### config.mk
export PLATFORM = sky130hd
export DESIGN_NAME = lsu_mem_sequencer
export DESIGN_NICKNAME = d
export VERILOG_FILES = /design/src/rtl/lsu_mem_sequencer.sv
export SDC_FILE = /design/constraint.sdc
export NUM_CORES = 1
export LEC_CHECK = 0
export BUFFER_PORTS_ARGS = -buffer_cell sky130_fd_sc_hd__buf_2
export CAP_MARGIN = 20
export CORE_UTILIZATION = 45
export DETAILED_ROUTE_END_ITERATION = 10
export PLACE_DENSITY = 0.73
export SYNTH_ARGS = -nofsm -noshare
export SYNTH_HDL_FRONTEND = slang
export SYNTH_SLANG_ARGS = --single-unit
### constraint.sdc
create_clock -name CLK -period 11 [get_ports CLK]
set_input_delay 2.2 -clock CLK [delete_from_list [all_inputs] [get_ports CLK]]
set_output_delay 2.2 -clock CLK [all_outputs]
set_load 0.05 [all_outputs]
### src/rtl/lsu_mem_sequencer.sv
// Load/store sequencer between the memory stage and a byte-addressed data memory.
// Aligned accesses take one beat; misaligned ones are split into byte beats or rejected.
//
// state | meaning
// IDLE  | waiting for a request, req_ready high
// BEAT  | driving one memory beat per cycle, beat index idx_q
// RESP  | one-cycle response pulse, then back to IDLE
module lsu_mem_sequencer #(
    parameter logic SPLIT_EN = 1'b1
) (
    input  logic        CLK,
    input  logic        RST,
    input  logic        req_valid,
    output logic        req_ready,
    input  logic        req_write,
    input  logic [1:0]  req_size,
    input  logic        req_signed,
    input  logic [31:0] req_addr,
    input  logic [31:0] req_wdata,
    output logic        resp_valid,
    output logic [31:0] resp_rdata,
    output logic        resp_err,
    output logic [31:0] mem_addr,
    output logic [1:0]  mem_size,
    output logic        mem_sign,
    output logic [31:0] mem_wdata,
    output logic        mem_wen,
    input  logic [31:0] mem_rdata
);

    typedef enum logic [1:0] {S_IDLE, S_BEAT, S_RESP} state_t;

    state_t      state_q, state_d;
    logic [31:0] addr_q;
    logic [1:0]  size_q;
    logic        sign_q;
    logic        write_q;
    logic [31:0] wdata_q;
    logic        split_q;
    logic        err_q;
    logic [1:0]  idx_q;
    logic [1:0]  last_q;
    logic [31:0] rdata_q;

    logic        misaligned;
    logic        accept;
    logic [31:0] wdata_sh;
    logic [31:0] load_result;

    assign misaligned = ((req_size == 2'b01) && req_addr[0]) ||
                        (req_size[1] && (req_addr[1:0] != 2'b00));
    assign accept     = req_valid && (state_q == S_IDLE);
    assign wdata_sh   = wdata_q >> {idx_q, 3'b000};

    // Split halfword loads are extended here; aligned loads were already extended by the memory.
    always_comb begin
        load_result = rdata_q;
        if (split_q && (size_q == 2'b01)) begin
            load_result = {{16{sign_q & rdata_q[15]}}, rdata_q[15:0]};
        end
    end

    always_comb begin
        state_d    = state_q;
        req_ready  = 1'b0;
        resp_valid = 1'b0;
        resp_err   = 1'b0;
        resp_rdata = 32'h0;
        mem_addr   = 32'h0;
        mem_size   = 2'b00;
        mem_sign   = 1'b0;
        mem_wdata  = 32'h0;
        mem_wen    = 1'b1;
        case (state_q)
            S_IDLE: begin
                req_ready = 1'b1;
                if (req_valid) begin
                    if (misaligned && (SPLIT_EN == 1'b0)) begin
                        state_d = S_RESP;
                    end else begin
                        state_d = S_BEAT;
                    end
                end
            end
            S_BEAT: begin
                mem_wen = ~write_q;
                if (split_q) begin
                    mem_addr  = addr_q + {30'h0, idx_q};
                    mem_wdata = {24'h0, wdata_sh[7:0]};
                end else begin
                    mem_addr  = addr_q;
                    mem_size  = size_q;
                    mem_sign  = sign_q;
                    mem_wdata = wdata_q;
                end
                if (idx_q == last_q) begin
                    state_d = S_RESP;
                end
            end
            S_RESP: begin
                resp_valid = 1'b1;
                resp_err   = err_q;
                if (!write_q && !err_q) begin
                    resp_rdata = load_result;
                end
                state_d = S_IDLE;
            end
            default: state_d = S_IDLE;
        endcase
    end

    always_ff @(posedge CLK or posedge RST) begin
        if (RST) begin
            state_q <= S_IDLE;
            addr_q  <= 32'h0;
            size_q  <= 2'b00;
            sign_q  <= 1'b0;
            write_q <= 1'b0;
            wdata_q <= 32'h0;
            split_q <= 1'b0;
            err_q   <= 1'b0;
            idx_q   <= 2'd0;
            last_q  <= 2'd0;
            rdata_q <= 32'h0;
        end else begin
            state_q <= state_d;
            if (accept) begin
                addr_q  <= req_addr;
                size_q  <= req_size;
                sign_q  <= req_signed;
                write_q <= req_write;
                wdata_q <= req_wdata;
                split_q <= misaligned && (SPLIT_EN == 1'b1);
                err_q   <= misaligned && (SPLIT_EN == 1'b0);
                idx_q   <= 2'd0;
                rdata_q <= 32'h0;
                if (!misaligned) begin
                    last_q <= 2'd0;
                end else if (req_size == 2'b01) begin
                    last_q <= 2'd1;
                end else begin
                    last_q <= 2'd3;
                end
            end else if (state_q == S_BEAT) begin
                idx_q <= idx_q + 2'd1;
                if (!write_q) begin
                    if (split_q) begin
                        rdata_q[{idx_q, 3'b000} +: 8] <= mem_rdata[7:0];
                    end else begin
                        rdata_q <= mem_rdata;
                    end
                end
            end
        end
    end

endmodule
==> flow_summary_export.csv, run 1 <==
group,metric,value,unit
grt,grt_start_max_net_pins,75,
route,drt_iter0_markers,374,
cts,postCtsSetupRepairBufs,0,
worst_setup_path,worstReg2RegStart,"idx_q[1]",
final_layout,ff_latch_area,2650,um2
route,wl,16.9,mm
logic_synthesis,syn_area,6070,um2
worst_setup_path,rrSetupSlack,8.19,ns
die,dieArea,14000,um2
worst_hold_path,worstHoldEndpoint,"wdata_q[2]",
cts,htree_levels,3,
logic_synthesis,synth.distinct_cells,48,
logic_synthesis,yosysWarnings,0,
logic_synthesis,synth_top_area_share,43.7,%
logic_synthesis,synth-main-ff-cell,"dfrtp_1",
cts,cts_buffer_depth,2,
logic_synthesis,synthArstFlopShare,100,%
worst_setup_path,critPathRequiredTime,8.80,ns
cts,hold_buffers,0,
route,drtAntennaViolNets,0,
logic_synthesis,seq_area_frac_synth,43.7,%
die,coreArea,13200,um2
final_layout,fill_cells,1244,
place,hpwl,12.1,mm
die,rows,42,
final_layout,final_layout_size_suffix_gt1_share,25.3,%
grt,overflow,0,
worst_setup_path,cpLargestDelayFamily,"simple AND/OR/NAND/NOR gates",
die,die_w,118,um
run,max_cap_violations,0,
grt,grt_antenna_before_repair,0,
worst_setup_path,critPathBufInv,2,
final_layout,syn2layout_area_growth,22.8,%
cts,post_cts_resized,0,
worst_hold_path,hold_class,"reg -> reg",
worst_setup_path,end_kind,"primary output",
logic_synthesis,syn-instance-count,739,
sta,final.min_clock_period,6.19,ns
worst_setup_path,start_kind,"flip-flop",
worst_hold_path,hold_depth,2,
sta,worstMarginPinSlew,0.879,ns
sta,rsz0062_at_grt,"false",
cts,clock_latency,0.34,ns
logic_synthesis,synth_edf_count,0,
pwr,netSwitchingFraction,51.6,%
worst_setup_path,critical_path.max_fanout,15,
worst_setup_path,cp_slowest_stage_delay,0.75,ns
pwr,clockPowerShare,13.7,%
grt,grt_pass1_vias,5421,
route,wl_per_cell,15.6,um
outcome,status,"finished clean",
worst_setup_path,path_cells,"clkinv_1 > fa_1 > and4b_1 > nand4_1 > or4_1 > a21oi_1 > buf_2",
cts,cts_tree,"built",
die,io_pins,206,
pwr,power.switching,0.00115,W
grt,grtUsageTotal,24.9,%
sta,relSlewSlack,41.3,%
grt,grt_pass1_wl,27.5,mm
pwr,power.internal,0.00108,W
cts,clk_pin_slew,0.07,ns
logic_synthesis,synth_area_leaders,"dfrtp_1, nand2_1, and2_1",
worst_setup_path,rr_worst_depth,7,
logic_synthesis,synth_largest_area_cell,"dfrtp_1",
logic_synthesis,syn_nets,849,
sta,fmax,161,MHz
die,initial_core_util,46.0,%
sta,final-hold-violation-count,0,
route,drt_pass1_iterations,5,
worst_hold_path,hp-start,"wdata_q[2]",
final_layout,finalNetCount,1019,
place,place_ws,5.18,ns
route,drc,0,
route,via_per_inst,5.36,
pwr,pwr-share-comb,52.3,%
sta,skew,0.00865,ns
worst_setup_path,slowest_stage,"dfrtp_1",
pwr,power_density,298,nW/um2
pwr,seq_power_share,34.1,%
worst_setup_path,reg2reg_to,"rdata_q[31]",
sta,tns,0,ns
cts,numCtsBuffers,9,
final_layout,antenna_cells,0,
logic_synthesis,synth-seq-cells,106,
place,gp_congestion,0.839,
cts,cts_sinks,106,
sta,fin_ws,4.81,ns
pwr,ir_drop,0.182,mV
final_layout,multi_input_area,3160,um2
logic_synthesis,avgSynthCellArea,8.21,um2
sta,fin_crit_sh,56.3,%
sta,drv_slew,0,
route,via_count,5837,
sta,setup_viol,0,
cts,cts_root_buffer,"clkbuf_16",
pwr,leakagePower,3.81,nW
place,port_buffers,204,
worst_setup_path,crit_type,"reg -> out",
die,fp.dieH,118,um
worst_setup_path,arrival,3.99,ns
worst register-to-register path, stage by stage, from the launching register on:
cell	delay, ns
dfrtp_1	0.75
clkinv_1	0.50
ha_1	0.35
nor2b_1	0.26
nor4b_1	0.39
buf_4	0.24
a21oi_1	0.07
o2bb2ai_1	0.16
layout make-up:
| class | instances | area share [%] |
|---|---|---|
| multi-input cells | 565 | 42.4 |
| flip-flops and latches | 106 | 35.6 |
| repair buffers | 213 | 14.6 |
| clock buffers | 12 | 3.58 |
| well taps | 176 | 2.95 |
| inverters | 14 | 0.739 |
| clock inverters | 2 | 0.168 |
placed cells by master, fill, tap and decap left out, drive strengths merged, types with 6 or more instances in the layout:
master	netlist	layout
nand4	7	7
o31ai	19	19
nor2b	30	30
clkbuf	41	12
or3	12	12
a21oi	53	53
o2bb2ai	24	24
o21a	17	17
o21ai	26	26
and2	48	48
inv	13	13
nor2	13	13
buf	13	213
dfrtp	106	106
nand3	14	14
xor2	7	7
or4	10	10
and4	6	6
ha	6	6
a22o	8	8
mux2i	11	11
nand2	221	221
power by group through the flow:
stage / sequential [W] / combinational [W] / clock (W)
global route: 0.000787 / 0.00127 / 0.000327
floorplan: 0.000682 / 0.000941 / 0
finish: 0.000758 / 0.00116 / 0.000304
CTS: 0.000754 / 0.00117 / 0.000310
detailed placement: 0.000759 / 0.00117 / 0
global placement: 0.000754 / 0.00115 / 0
metal layers:
layer	part of all wire, %	vias up	GRT usage, %
met4	2.1	0	8.41
met3	6.9	26	5.21
met2	45	224	39.6
li1	-	2862	-
met5	0	-	0
met1	46	2725	33.8
per-stage QoR:
stage / std cells / instance area (um2) / power, W / hold WS [ns] / utilization [%]
floorplan: 739 / 6070 / 0.00162 / 0.440 / -
global placement: 1073 / 7170 / 0.00191 / 0.453 / 54.3
detailed placement: 1074 / 7170 / 0.00193 / 0.458 / 54.4
CTS: 1088 / 7450 / 0.00223 / 0.474 / 56.5
global route: 1088 / 7450 / 0.00238 / 0.506 / 56.5
finish: 1088 / 7450 / 0.00222 / 0.470 / 56.5
sequential cells by signal, indices dropped and copies added (netlist names):
register  flops
addr_q       32
rdata_q      32
wdata_q      32
idx_q         2
last_q        2
size_q        2
state_q       2
sign_q        1
write_q       1
synthesized netlist by cell type (2+ instances only):
master and n:
and4_1 6, o41ai_1 3, nor2_1 13, and4b_1 2, and3_1 3, buf_1 9, ha_1 6, buf_2 3
nand4_1 6, nor4_1 2, or4bb_1 2, nand2b_1 3, a22o_1 8, o21a_1 17, inv_1 13, and2_0 3
and2_1 45, or4_1 10, mux2i_1 11, o2bb2ai_1 24, xnor2_1 2, or3_1 12, nand2_1 221, nand3_1 14
dfrtp_1 106, a21oi_1 53, nor4b_1 2, xor2_1 7, o31ai_1 19, o21ai_0 26, nor2b_1 30, clkbuf_1 40
a211o_1 3
cells by family (layout without fill, tap and decap cells):
| family | count (synthesis) | in the layout | synth area share (%) |
|---|---|---|---|
| simple gates | 379 | 379 | 30.1 |
| compound gates | 158 | 158 | 17.1 |
| flops | 106 | 106 | 43.7 |
| buf+inv | 68 | 241 | 4.35 |
| mux | 11 | 11 | 1.81 |
| xor+xnor | 9 | 9 | 1.30 |
| fa+ha+maj | 7 | 7 | 1.57 |
| other cells | 1 | 1 | 0.0618 |
worst max-delay path by stage:
| stage | slack (ns) | start | depth (start not counted) | to |
|---|---|---|---|---|
| after floorplan | 5.76 | idx_q[1] | 8 | mem_addr[30] |
| after global placement | 5.30 | idx_q[1] | 7 | mem_addr[30] |
| after detailed placement | 5.18 | idx_q[1] | 7 | mem_addr[30] |
| after CTS | 4.80 | idx_q[1] | 7 | mem_addr[30] |
| after global routing | 4.57 | idx_q[1] | 7 | mem_addr[28] |
| final | 4.81 | idx_q[1] | 7 | mem_addr[30] |
(Power assumes the default switching activity.)
==> inputs of run 2 (changes only) <==
PLACE_DENSITY = 0.76   (was 0.73)
clock period = 5.2 ns   (was 11 ns; I/O delays follow)
==> flow_summary_export.csv, run 2 (synthesis results as in run 1) <==
group,metric,value,unit
sta,fmax,222,MHz
pwr,power_density,631,nW/um2
sta,setup_viol,0,
grt,grt_antenna_before_repair,0,
die,coreArea,13200,um2
sta,relSlewSlack,43.3,%
pwr,leakagePower,3.83,nW
sta,final-hold-violation-count,0,
cts,cts_sinks,106,
worst_setup_path,cp_slowest_stage_delay,0.59,ns
worst_setup_path,slowest_stage,"or4_1",
die,io_pins,206,
cts,clk_pin_slew,0.07,ns
sta,worstMarginPinSlew,0.851,ns
cts,cts_root_buffer,"clkbuf_16",
route,via_count,5894,
outcome,status,"finished clean",
cts,post_cts_resized,0,
worst_hold_path,hold_class,"reg -> reg",
sta,final.min_clock_period,4.50,ns
route,wl_per_cell,15.8,um
worst_setup_path,reg2reg_to,"rdata_q[1]",
cts,hold_buffers,0,
die,fp.dieH,118,um
worst_setup_path,arrival,3.46,ns
route,drtAntennaViolNets,0,
place,gp_congestion,0.869,
final_layout,finalNetCount,1022,
run,max_cap_violations,0,
grt,overflow,0,
worst_setup_path,path_cells,"clkinv_1 > fa_1 > and4b_1 > nand4_1 > or4_1 > a21oi_1 > buf_2",
place,port_buffers,204,
sta,fin_crit_sh,86.5,%
worst_setup_path,critical_path.max_fanout,12,
die,die_w,118,um
worst_setup_path,worstSetupStartpoint,"idx_q[1]",
cts,cts_tree,"built",
cts,cts_buffer_depth,2,
route,wl,17.2,mm
cts,postCtsSetupRepairBufs,0,
worst_setup_path,critPathRequiredTime,4.16,ns
final_layout,antenna_cells,0,
cts,clock_latency,0.35,ns
final_layout,final_layout_size_suffix_gt1_share,25.5,%
sta,rsz0062_at_grt,"false",
worst_setup_path,start_kind,"flip-flop",
sta,holdWs,0.468,ns
die,rows,42,
route,drc,0,
final_layout,largest_registers,"addr_q x32, rdata_q x32, wdata_q x32",
die,dieArea,14000,um2
sta,drv_slew,0,
sta,tns,0,ns
cts,htree_levels,3,
worst_setup_path,rr_worst_depth,7,
worst_setup_path,rrSetupSlack,2.99,ns
final_layout,layout_commonest_cell,"nand2_1",
grt,grtUsageTotal,25.3,%
final_layout,layout_common_cells,"nand2_1, buf_2, dfrtp_1",
route,drt_pass1_iterations,5,
sta,skew,0.00544,ns
worst_setup_path,worstReg2RegStart,"idx_q[0]",
worst_setup_path,end_kind,"primary output",
final_layout,syn2layout_area_growth,23.0,%
pwr,ir_drop,0.429,mV
grt,grt_start_max_net_pins,68,
grt,grt_pass1_wl,28.1,mm
grt,grt_pass1_vias,5589,
route,drt_iter0_markers,436,
worst_setup_path,crit_type,"reg -> out",
cts,numCtsBuffers,9,
die,initial_core_util,46.0,%
place,hpwl,12.2,mm
worst_setup_path,crit_end,"mem_addr[30]",
route,via_per_inst,5.40,
[run 2: worst max-delay path: cells and delay by family (launching register included)]
kind,cells,cell delay [ns]
buffers and inverters,2,0.59
adders and majority gates,1,0.52
and+or+nand+nor,3,1.46
DFF,1,0.36
AOI/OAI and AO/OA,1,0.17
[run 2: worst min-delay path by stage]
stage	from	end	cells after the start
2_1_floorplan	wdata_q[0]	wdata_q[0]	2
3_3_place_gp	wdata_q[6]	wdata_q[6]	2
3_5_place_dp	wdata_q[7]	wdata_q[7]	2
4_1_cts	wdata_q[7]	wdata_q[7]	2
5_1_grt	wdata_q[4]	wdata_q[4]	2
6_report	wdata_q[7]	wdata_q[7]	2
[run 2: area by class of cell]
cell class / instances / area (um2)
clock buffers: 12 / 256
clock inverters: 3 / 15.0
fillers: 1268 / 5720
inverters: 14 / 55.1
multi-input cells: 565 / 3160
flip-flops and latches: 106 / 2650
well taps: 176 / 220
repair buffers: 216 / 1110
[run 2: per-layer routing]
layer  global-route usage (%)  wire length [um]
met5                        0                 0
met3                     4.68              1120
met1                     34.7              7840
met4                     9.46               362
met2                     39.7              7890
[run 2: power by group]
group          internal (W)  switching, W  leakage, nW
combinational      0.000714       0.00178         2.35
clock              0.000346      0.000294        0.138
sequential          0.00121      0.000360         1.35
total               0.00227       0.00244         3.83
[run 2: per-stage QoR]
step / std cells / power, W / util, % / setup slack, ns / cell area, um2
floorplan: 739 / 0.00343 / - / 1.12 / 6070
global placement: 1076 / 0.00405 / 54.5 / 1.23 / 7190
detailed placement: 1076 / 0.00409 / 54.5 / 1.13 / 7190
CTS: 1091 / 0.00474 / 56.6 / 0.737 / 7460
global route: 1092 / 0.00505 / 56.6 / 0.489 / 7470
finish: 1092 / 0.00471 / 56.6 / 0.703 / 7470
